==> src/rtl/vec_result_sign_restore.sv <==
// Restores per-lane product sign by lane-isolated two's-complement negation,
// then selects low/high half per opcode behind a 2-stage valid/ready pipeline.
//
// Ports:
//   clk, rst_n          clock, async active-low reset
//   in_valid/in_ready   input handshake
//   product_mag         lane-packed unsigned product magnitudes
//   neg_lane            per-lane negate flag (lane i = bit i)
//   precision           00=8b, 01=16b, 10=32b elements, 11=illegal
//   opcode              00=MUL (low half), others = high half
//   out_valid/out_ready output handshake
//   result              packed per-lane selected halves
//   illegal_prec        beat carried precision 11 (qualified by out_valid)
module vec_result_sign_restore #(
  parameter int PROD_W  = 64,
  parameter int CHUNK_W = 16
) (
  input  logic                clk,
  input  logic                rst_n,
  input  logic                in_valid,
  output logic                in_ready,
  input  logic [PROD_W-1:0]   product_mag,
  input  logic [3:0]          neg_lane,
  input  logic [1:0]          precision,
  input  logic [1:0]          opcode,
  output logic                out_valid,
  input  logic                out_ready,
  output logic [PROD_W/2-1:0] result,
  output logic                illegal_prec
);

  localparam int NCH  = PROD_W / CHUNK_W;
  localparam int NSEG = CHUNK_W / 4;
  localparam int LOG0 = $clog2(16 / CHUNK_W);
  localparam int RW   = PROD_W / 2;

  // Chunks per lane is (16/CHUNK_W) << prec, always a power of two.
  function automatic logic [1:0] lane_of(input int k, input logic [1:0] prec);
    int sh;
    sh = LOG0 + int'(prec);
    return 2'(k >> sh);
  endfunction

  function automatic logic is_lsb(input int k, input logic [1:0] prec);
    int sh;
    sh = LOG0 + int'(prec);
    return ((k >> sh) << sh) == k;
  endfunction

  logic              s1_valid;
  logic [PROD_W-1:0] s1_d;
  logic [PROD_W-1:0] s1_inc;
  logic [NCH-1:0]    s1_p;
  logic [1:0]        s1_prec;
  logic [1:0]        s1_op;
  logic [3:0]        s1_neg;
  logic              s1_ill;

  logic adv2;
  logic adv1;

  assign adv2     = !out_valid | out_ready;
  assign adv1     = adv2 | !s1_valid;
  assign in_ready = adv1;

  logic [PROD_W-1:0] d_c;
  logic [PROD_W-1:0] inc_c;
  logic [NCH-1:0]    p_c;

  always_comb begin : s1_comb
    logic       c;
    logic [3:0] seg;
    d_c   = '0;
    inc_c = '0;
    p_c   = '0;
    c     = 1'b0;
    seg   = '0;
    for (int k = 0; k < NCH; k++) begin
      d_c[k*CHUNK_W +: CHUNK_W] = product_mag[k*CHUNK_W +: CHUNK_W]
        ^ {CHUNK_W{neg_lane[lane_of(k, precision)]}};
      p_c[k] = &d_c[k*CHUNK_W +: CHUNK_W];
      // Chunk +1: each 4-bit segment picks seg or seg+1 by its carry.
      c = 1'b1;
      for (int j = 0; j < NSEG; j++) begin
        seg = d_c[k*CHUNK_W + j*4 +: 4];
        inc_c[k*CHUNK_W + j*4 +: 4] = c ? seg + 4'd1 : seg;
        c = c & (&seg);
      end
    end
  end

  logic [PROD_W-1:0] mag_c;
  logic [RW-1:0]     res_c;

  always_comb begin : s2_comb
    logic cin;
    logic cnext;
    logic hi;
    mag_c = '0;
    res_c = '0;
    cin   = 1'b0;
    cnext = 1'b0;
    hi    = s1_op != 2'b00;
    // Lane LSB chunk takes the lane's +1; carry out of lane MSB is dropped.
    for (int k = 0; k < NCH; k++) begin
      cin = is_lsb(k, s1_prec) ? s1_neg[lane_of(k, s1_prec)] : cnext;
      mag_c[k*CHUNK_W +: CHUNK_W] = cin
        ? s1_inc[k*CHUNK_W +: CHUNK_W]
        : s1_d[k*CHUNK_W +: CHUNK_W];
      cnext = cin & s1_p[k];
    end
    case (s1_prec)
      2'b00: begin
        for (int i = 0; i < PROD_W/16; i++)
          res_c[i*8 +: 8] = hi ? mag_c[i*16+8 +: 8] : mag_c[i*16 +: 8];
      end
      2'b01: begin
        for (int i = 0; i < PROD_W/32; i++)
          res_c[i*16 +: 16] = hi ? mag_c[i*32+16 +: 16] : mag_c[i*32 +: 16];
      end
      2'b10: begin
        for (int i = 0; i < PROD_W/64; i++)
          res_c[i*32 +: 32] = hi ? mag_c[i*64+32 +: 32] : mag_c[i*64 +: 32];
      end
      default: res_c = '0;
    endcase
  end

  always_ff @(posedge clk or negedge rst_n) begin
    if (!rst_n) begin
      s1_valid     <= 1'b0;
      s1_d         <= '0;
      s1_inc       <= '0;
      s1_p         <= '0;
      s1_prec      <= '0;
      s1_op        <= '0;
      s1_neg       <= '0;
      s1_ill       <= 1'b0;
      out_valid    <= 1'b0;
      result       <= '0;
      illegal_prec <= 1'b0;
    end else begin
      if (adv1) begin
        s1_valid <= in_valid;
        if (in_valid) begin
          s1_d    <= d_c;
          s1_inc  <= inc_c;
          s1_p    <= p_c;
          s1_prec <= precision;
          s1_op   <= opcode;
          s1_neg  <= neg_lane;
          s1_ill  <= precision == 2'b11;
        end
      end
      if (adv2) begin
        out_valid <= s1_valid;
        if (s1_valid) begin
          result       <= res_c;
          illegal_prec <= s1_ill;
        end
      end
    end
  end

endmodule

==> config.mk <==
export PLATFORM = sky130hd
export DESIGN_NAME = vec_result_sign_restore
export DESIGN_NICKNAME = d
export VERILOG_FILES = /design/src/rtl/vec_result_sign_restore.sv
export SDC_FILE = /design/constraint.sdc
export NUM_CORES = 1
export LEC_CHECK = 0
export ABC_AREA = 1
export BUFFER_PORTS_ARGS = -buffer_cell sky130_fd_sc_hd__buf_2
export CAP_MARGIN = 20
export CORE_ASPECT_RATIO = 0.7
export CORE_MARGIN = 2
export CORE_UTILIZATION = 55
export DETAILED_ROUTE_END_ITERATION = 10
export GPL_TIMING_DRIVEN = 0
export PLACE_DENSITY = 0.86
export SYNTH_ARGS = -nofsm -noshare
export SYNTH_HDL_FRONTEND = slang
export SYNTH_SLANG_ARGS = --single-unit
==> constraint.sdc <==
create_clock -name clk -period 3.9 [get_ports clk]
set_input_delay 0.585 -clock clk [delete_from_list [all_inputs] [get_ports clk]]
set_output_delay 0.585 -clock clk [all_outputs]
set_load 0.1 [all_outputs]
==> results of run 1 <==
-- per-stage QoR --
step                      cell area [sq um]  setup WS [ps]  TNS [ps]  instances  total power, mW
after floorplan                       10900            553         0       1565             4.83
after global placement                11800           -423    -70780       1944             5.67
after detailed placement              11900            593         0       1945             5.73
after CTS                             12400            984         0       1977             7.36
after global routing                  12400            684         0       1977             7.78
final                                 12400            806         0       1978             7.45
-- sequential cells by signal, indices dropped and copies added (netlist names) --
signal,flops
illegal_prec,1
out_valid,1
result,32
s1_d,64
s1_ill,1
s1_inc,64
s1_neg,4
s1_op,2
s1_p,3
s1_prec,2
s1_valid,1
-- cell type report --
type | instances | share of cell area [%]
Clock inverter | 13 | 0.855
Clock buffer | 19 | 3.64
Timing Repair Buffer | 110 | 4.69
Sequential cell | 175 | 35.2
Multi-Input combinational cell | 1179 | 45.9
Inverter | 131 | 3.96
Tap cell | 270 | 2.72
Antenna cell | 1 | 0.0201
Buffer | 80 | 3.02
-- cells by family (layout without fill, tap and decap cells) --
logic type | count (synthesis) | count (layout)
DFF | 175 | 175
AOI/OAI and AO/OA | 217 | 217
xor gates and xnor gates | 56 | 56
buffers and inverters | 211 | 353
adders and majority gates | 4 | 4
other | 0 | 1
and+or+nand+nor | 902 | 902
-- Yosys cell counts (25+ instances only) --
cell type  number
a21oi_1        30
clkbuf_1       54
dfrtp_1       175
inv_1         117
nand2_1       640
nand3_1       107
nand4_1        36
nor2_1         67
o21ai_0       110
o21ai_1        25
xnor2_1        31
-- power by group --
group	internal, mW	switching [mW]
Clock	0.862	0.785
Sequential	2.22	0.224
Combinational	0.719	2.64
-- worst paths after layout --
check | from | endpoint | slack [ps]
setup / recovery | out_valid | s1_inc[61] | 810
hold reg to reg | result[9] | result[9] | 480
max in group asynchronous | rst_n | s1_d[20] | 2890
setup reg to reg | out_valid | s1_inc[61] | 810
hold / removal | rst_n | s1_d[33] | 130
min in group clk | opcode[0] | s1_op[0] | 330
-- critical path, delay by kind of cell (launching register included) --
kind          cells  cell delay, ps
buf+inv           3            2110
simple gates      4             550
flops             1             360
-- layer usage --
metal / part of all wire, % / routed length, microns / track usage [%]
met4: 2.5 / 934 / 11.4
met1: 44 / 16400 / 51.5
met5: 0 / 0 / 0
met3: 13 / 5020 / 13.7
met2: 41 / 15300 / 51.8
==> run_results.csv, run 1 <==
group,metric,value,unit
finish,syn2layout_area_growth,13.5,%
global_routing,grt_usage,36.5,%
clock_network,clk_latency,450,ps
sta,worst_slew_pin_slew,1080,ps
sta,rsz0062_at_grt,"false",
global_routing,grt_overflow,0,
synthesis,synth_compound_area_share,10.9,%
finish,layout_common_cells,"640 x nand2_1, 175 x dfrtp_1, 119 x buf_2",
hold_path,hold_path.class,"input pin to asynchronous set/reset pin",
worst_setup_path,end_kind,"flip-flop",
clock_network,path_clk_slew,70,ps
floorplanning,io_pins,111,
detailed_routing,routed_via_density,5.71,
synthesis,async_reset_ff_share,100,%
synthesis,ys_seq_elements,175,
floorplanning,die-area,21100,sq um
finish,filler_cell_count,1785,
detailed_routing,antenna_left,0,
synthesis,synthTopCellsByArea,"dfrtp_1 40%, nand2_1 22%, o21ai_0 5.0%, nand3_1 4.9%, inv_1 4.0%",
global_routing,antenna_found_initial,0,
clock_network,cts.sinks,175,
synthesis,synth-edff-count,0,
synthesis,synth_ff_type,"dfrtp_1",
worst_setup_path,arrival,3480,ps
sta,hold_viol,0,
worst_setup_path,cpMostUsedCell,"nand2_1",
floorplanning,core_region_area,19600,sq um
finish,nets,1774,
global_routing,grt_pass1_vias,10300,
worst_setup_path,cp_slowest_cell,"buf_1",
synthesis,netlist_instances,1565,
detailed_routing,routedWlPerCell,19.1,microns
finish,drive_above_1_share,12.9,%
floorplanning,initial_utilization,55.8,%
synthesis,synth_seq_area_share,40.0,%
finish,layout_commonest_cell,"nand2_1",
worst_setup_path,crit_fanout,10,
synthesis,synth.top_cell.area_share,40.0,%
worst_setup_path,path_cells,"nand3_1 -> nand2_1 -> clkbuf_1 -> buf_1 -> buf_1 -> nand2_1 -> nand2_1",
sta,timing.final.crit_share,79.3,%
clock_network,cts_tree,"done",
run,drv_cap,0,
global_routing,grt_max_degree,90,
clock_network,htree_levels,4,
floorplanning,dieWidth,173,microns
run_status,status,"complete, no violations",
placement,hpwl,28300,microns
synthesis,syn_avg_cell_area,7.00,sq um
clock_network,cts_resized,0,
worst_setup_path,cp-start-kind,"flip-flop",
finish,final_util,63.3,%
floorplanning,fp-row-count,43,
worst_setup_path,critPathKind,"flip-flop to flip-flop",
sta,period_minus_slack,3090,ps
sta,clock_skew,14.2,ps
sta,timing.hold.ws,127,ps
clock_network,cts.root.buffer_cell,"clkbuf_16",
synthesis,synth_top_family_by_area,"simple AND/OR/NAND/NOR gates",
worst_setup_path,worst-r2r-cell-count,7,
power_and_ir_drop,p_leak,6.57,nW
detailed_routing,route.detailed.drc,0,
synthesis,synthSimpleGateAreaFrac,35.6,%
synthesis,yosys_warnings,0,
worst_setup_path,cpPeakStageDelay,850,ps
synthesis,synth-adder-area-share,0.457,%
finish,regArea,4380,sq um
sta,setup_viol,0,
worst_setup_path,cp.required,4290,ps
floorplanning,fp.dieH,122,microns
placement,portBuffers,109,
synthesis,synthesis.nets,1645,
clock_network,cts_hold_buffers,0,
detailed_routing,drt_iter0_drc,1300,
clock_network,cts-buffers-inserted,17,
synthesis,synthDistinctLibCells,49,
clock_network,postCtsSetupBuffers,0,
power_and_ir_drop,powerDensity,599,nW/um^2
synthesis,yosysTopAreaCell,"dfrtp_1",
power_and_ir_drop,vdd_drop_max,0.362,mV
synthesis,muxShareOfSynthArea,0,%
detailed_routing,vias,11300,
global_routing,grt_pass1_wl,57600,microns
sta,drv_slew,0,
sta,slew_headroom,28.0,%
detailed_routing,drt-total-wl,37700,microns
detailed_routing,drtPass1Iterations,7,
synthesis,netlist_area,10900,sq um
synthesis,synth_xor_area_share,5.10,%
finish,multi_input_area,5700,sq um
clock_network,cts_buffer_depth,2,
sta,fmax,323,MHz
placement,routabilityCongestion,1.00,
Power figures use the tool's default switching activity.
==> inputs of run 2 (changes only) <==
--- a/config.mk
+++ b/config.mk
@@ -10,10 +10,10 @@
 export CAP_MARGIN = 20
 export CORE_ASPECT_RATIO = 0.7
 export CORE_MARGIN = 2
-export CORE_UTILIZATION = 55
+export CORE_UTILIZATION = 54
 export DETAILED_ROUTE_END_ITERATION = 10
 export GPL_TIMING_DRIVEN = 0
-export PLACE_DENSITY = 0.86
+export PLACE_DENSITY = 0.88
 export SYNTH_ARGS = -nofsm -noshare
 export SYNTH_HDL_FRONTEND = slang
 export SYNTH_SLANG_ARGS = --single-unit
==> constraint.sdc (replaced) <==
create_clock -name clk -period 2.7 [get_ports clk]
set_input_delay 0.405 -clock clk [delete_from_list [all_inputs] [get_ports clk]]
set_output_delay 0.405 -clock clk [all_outputs]
set_load 0.1 [all_outputs]
==> run_results.csv, run 2 (same netlist as run 1, synthesis figures left out) <==
group,metric,value,unit
detailed_routing,vias,11300,
sta,fmax,381,MHz
floorplanning,initial_utilization,55.2,%
sta,timing.hold.ws,166,ps
placement,pre_cts_ws,-417,ps
finish,layout_commonest_cell,"nand2_1",
finish,layout_common_cells,"638 x nand2_1, 174 x dfrtp_1, 119 x buf_2",
sta,clock_skew,15.6,ps
run_status,status,"complete, no violations",
finish,multi_input_area,5740,sq um
finish,nets,1775,
finish,diodes,0,
placement,placed_cells,1945,
detailed_routing,drtPass1Iterations,5,
global_routing,grt_usage,35.8,%
floorplanning,fp-row-count,43,
sta,period_minus_slack,2620,ps
power_and_ir_drop,p_leak,6.62,nW
run,drv_cap,0,
sta,drv_slew,0,
finish,finalNonFillerCells,1978,
detailed_routing,drt-total-wl,37700,microns
global_routing,met2_usage,50.8,%
power_and_ir_drop,powerDensity,870,nW/um^2
finish,largest_registers,"s1_d (64), s1_inc (64), result (32)",
hold_path,hold_path.class,"input pin to flip-flop",
global_routing,use_met3,11.0,%
global_routing,gr-usage-met1,53.3,%
clock_network,cts-buffers-inserted,17,
global_routing,grt_pass1_vias,10200,
sta,slew_headroom,36.3,%
finish,drive_above_1_share,13.9,%
sta,layout_setup_ws,75.3,ps
clock_network,cts_buffer_depth,2,
sta,worst_slew_pin_slew,956,ps
worst_setup_path,cp-start-kind,"flip-flop",
placement,portBuffers,109,
global_routing,grt_pass1_wl,57600,microns
placement,routabilityCongestion,1.01,
clock_network,cts.sinks,175,
placement,hpwl,28800,microns
clock_network,cts_tree,"done",
worst_setup_path,crit_fanout,10,
floorplanning,dieWidth,174,microns
worst_setup_path,end_kind,"flip-flop",
worst_setup_path,cp.required,2980,ps
power_and_ir_drop,vdd_drop_max,0.529,mV
worst_setup_path,worst-path-buf-inv,4,
clock_network,cts.root.buffer_cell,"clkbuf_16",
sta,rsz0062_at_grt,"true",
global_routing,grt-busiest-layer,"met1",
detailed_routing,antenna_left,0,
detailed_routing,route.detailed.drc,0,
sta,hold_viol,0,
worst_setup_path,path_cells,"nand3_4 -> nand2_1 -> clkbuf_1 -> inv_1 -> clkbuf_1 -> clkbuf_2 -> nand2_1 -> o21ai_0",
finish,regArea,4380,sq um
floorplanning,die-area,21400,sq um
global_routing,grt_max_degree,103,
floorplanning,io_pins,111,
worst_setup_path,crit_family,"buffers and inverters",
global_routing,antenna_found_initial,1,
clock_network,htree_levels,4,
global_routing,grt_overflow,0,
clock_network,path_clk_slew,70,ps
finish,syn2layout_area_growth,14.4,%
sta,setup_viol,0,
worst_setup_path,cpPeakStageDelay,490,ps
sta,timing.final.crit_share,97.2,%
clock_network,clk_latency,440,ps
floorplanning,fp.dieH,123,microns
detailed_routing,routed_via_density,5.70,
worst_setup_path,critPathKind,"flip-flop to flip-flop",
finish,filler_cell_count,1807,
detailed_routing,drt_iter0_drc,1417,
worst_setup_path,arrival,2900,ps
floorplanning,core_region_area,19900,sq um
detailed_routing,routedWlPerCell,19.1,microns
worst_setup_path,cp_slowest_cell,"clkbuf_1",
finish,final_util,63.1,%
run 2: changes by cell type in the layout (fill, tap and decap cells not counted), sizes merged:
cell         delta
dlygate4sd3     +1
diode           -1
inv             -1
bufinv          +2
buf             -1
clkbuf          +3
clkinvlp        +1
clkinv          -4
run 2: worst paths after layout:
check | from | endpoint | slack (ps) | cells past startpoint
setup / recovery | s1_valid | s1_prec[1] | 80 | 8
hold / removal | opcode[1] | s1_op[1] | 170 | 3
setup reg to reg | s1_valid | s1_prec[1] | 80 | 8
hold reg to reg | result[27] | result[27] | 480 | 2
max in group asynchronous | rst_n | s1_inc[26] | 1280 | 3
min in group asynchronous | rst_n | result[24] | 520 | 2
run 2: routing by layer:
metal	routed length [microns]	share of wire (%)
met1	16800	45
met2	15400	41
met3	4650	12
met4	869	2.3
met5	0	0
run 2: power by group:
part,internal [mW],switching [mW]
clock,1.42,1.08
combinational,1.05,3.81
sequential,3.21,0.333
run 2: worst reg2reg max path: stages, from the launching register on:
cell	delay, ps
dfrtp_1	390
nand3_4	100
nand2_1	150
clkbuf_1	490
inv_1	340
clkbuf_1	320
clkbuf_2	400
nand2_1	190
o21ai_0	110
run 2: final cells by class:
| cell class | instances | share of cell area [%] |
|---|---|---|
| multi-input combinational | 1179 | 45.9 |
| sequential | 175 | 35.0 |
| timing repair buffer | 111 | 4.73 |
| inverter | 131 | 3.93 |
| clock buffer | 21 | 3.68 |
| buffer | 80 | 3.12 |
| tap | 270 | 2.70 |
| clock inverter | 11 | 1.02 |
run 2: metrics by stage:
step / power [mW] / setup TNS, ps / instance area (sq um)
6_report: 10.9 / 0 / 12500
5_1_grt: 11.4 / -29.7 / 12500
4_1_cts: 10.8 / 0 / 12500
3_5_place_dp: 8.29 / -10160 / 11900
3_3_place_gp: 8.21 / -259180 / 11800
2_1_floorplan: 6.98 / 0 / 11000
run 2: timing repair:
action | in CTS | in global routing
setup endpoints to repair | 26 | 69
hold buffers | 1 | 0
gates cloned | 0 | 0
buffers inserted | 0 | 0
hold endpoints to repair | 73 | 0
resized for setup | 6 | 21
pin swaps | 0 | 0
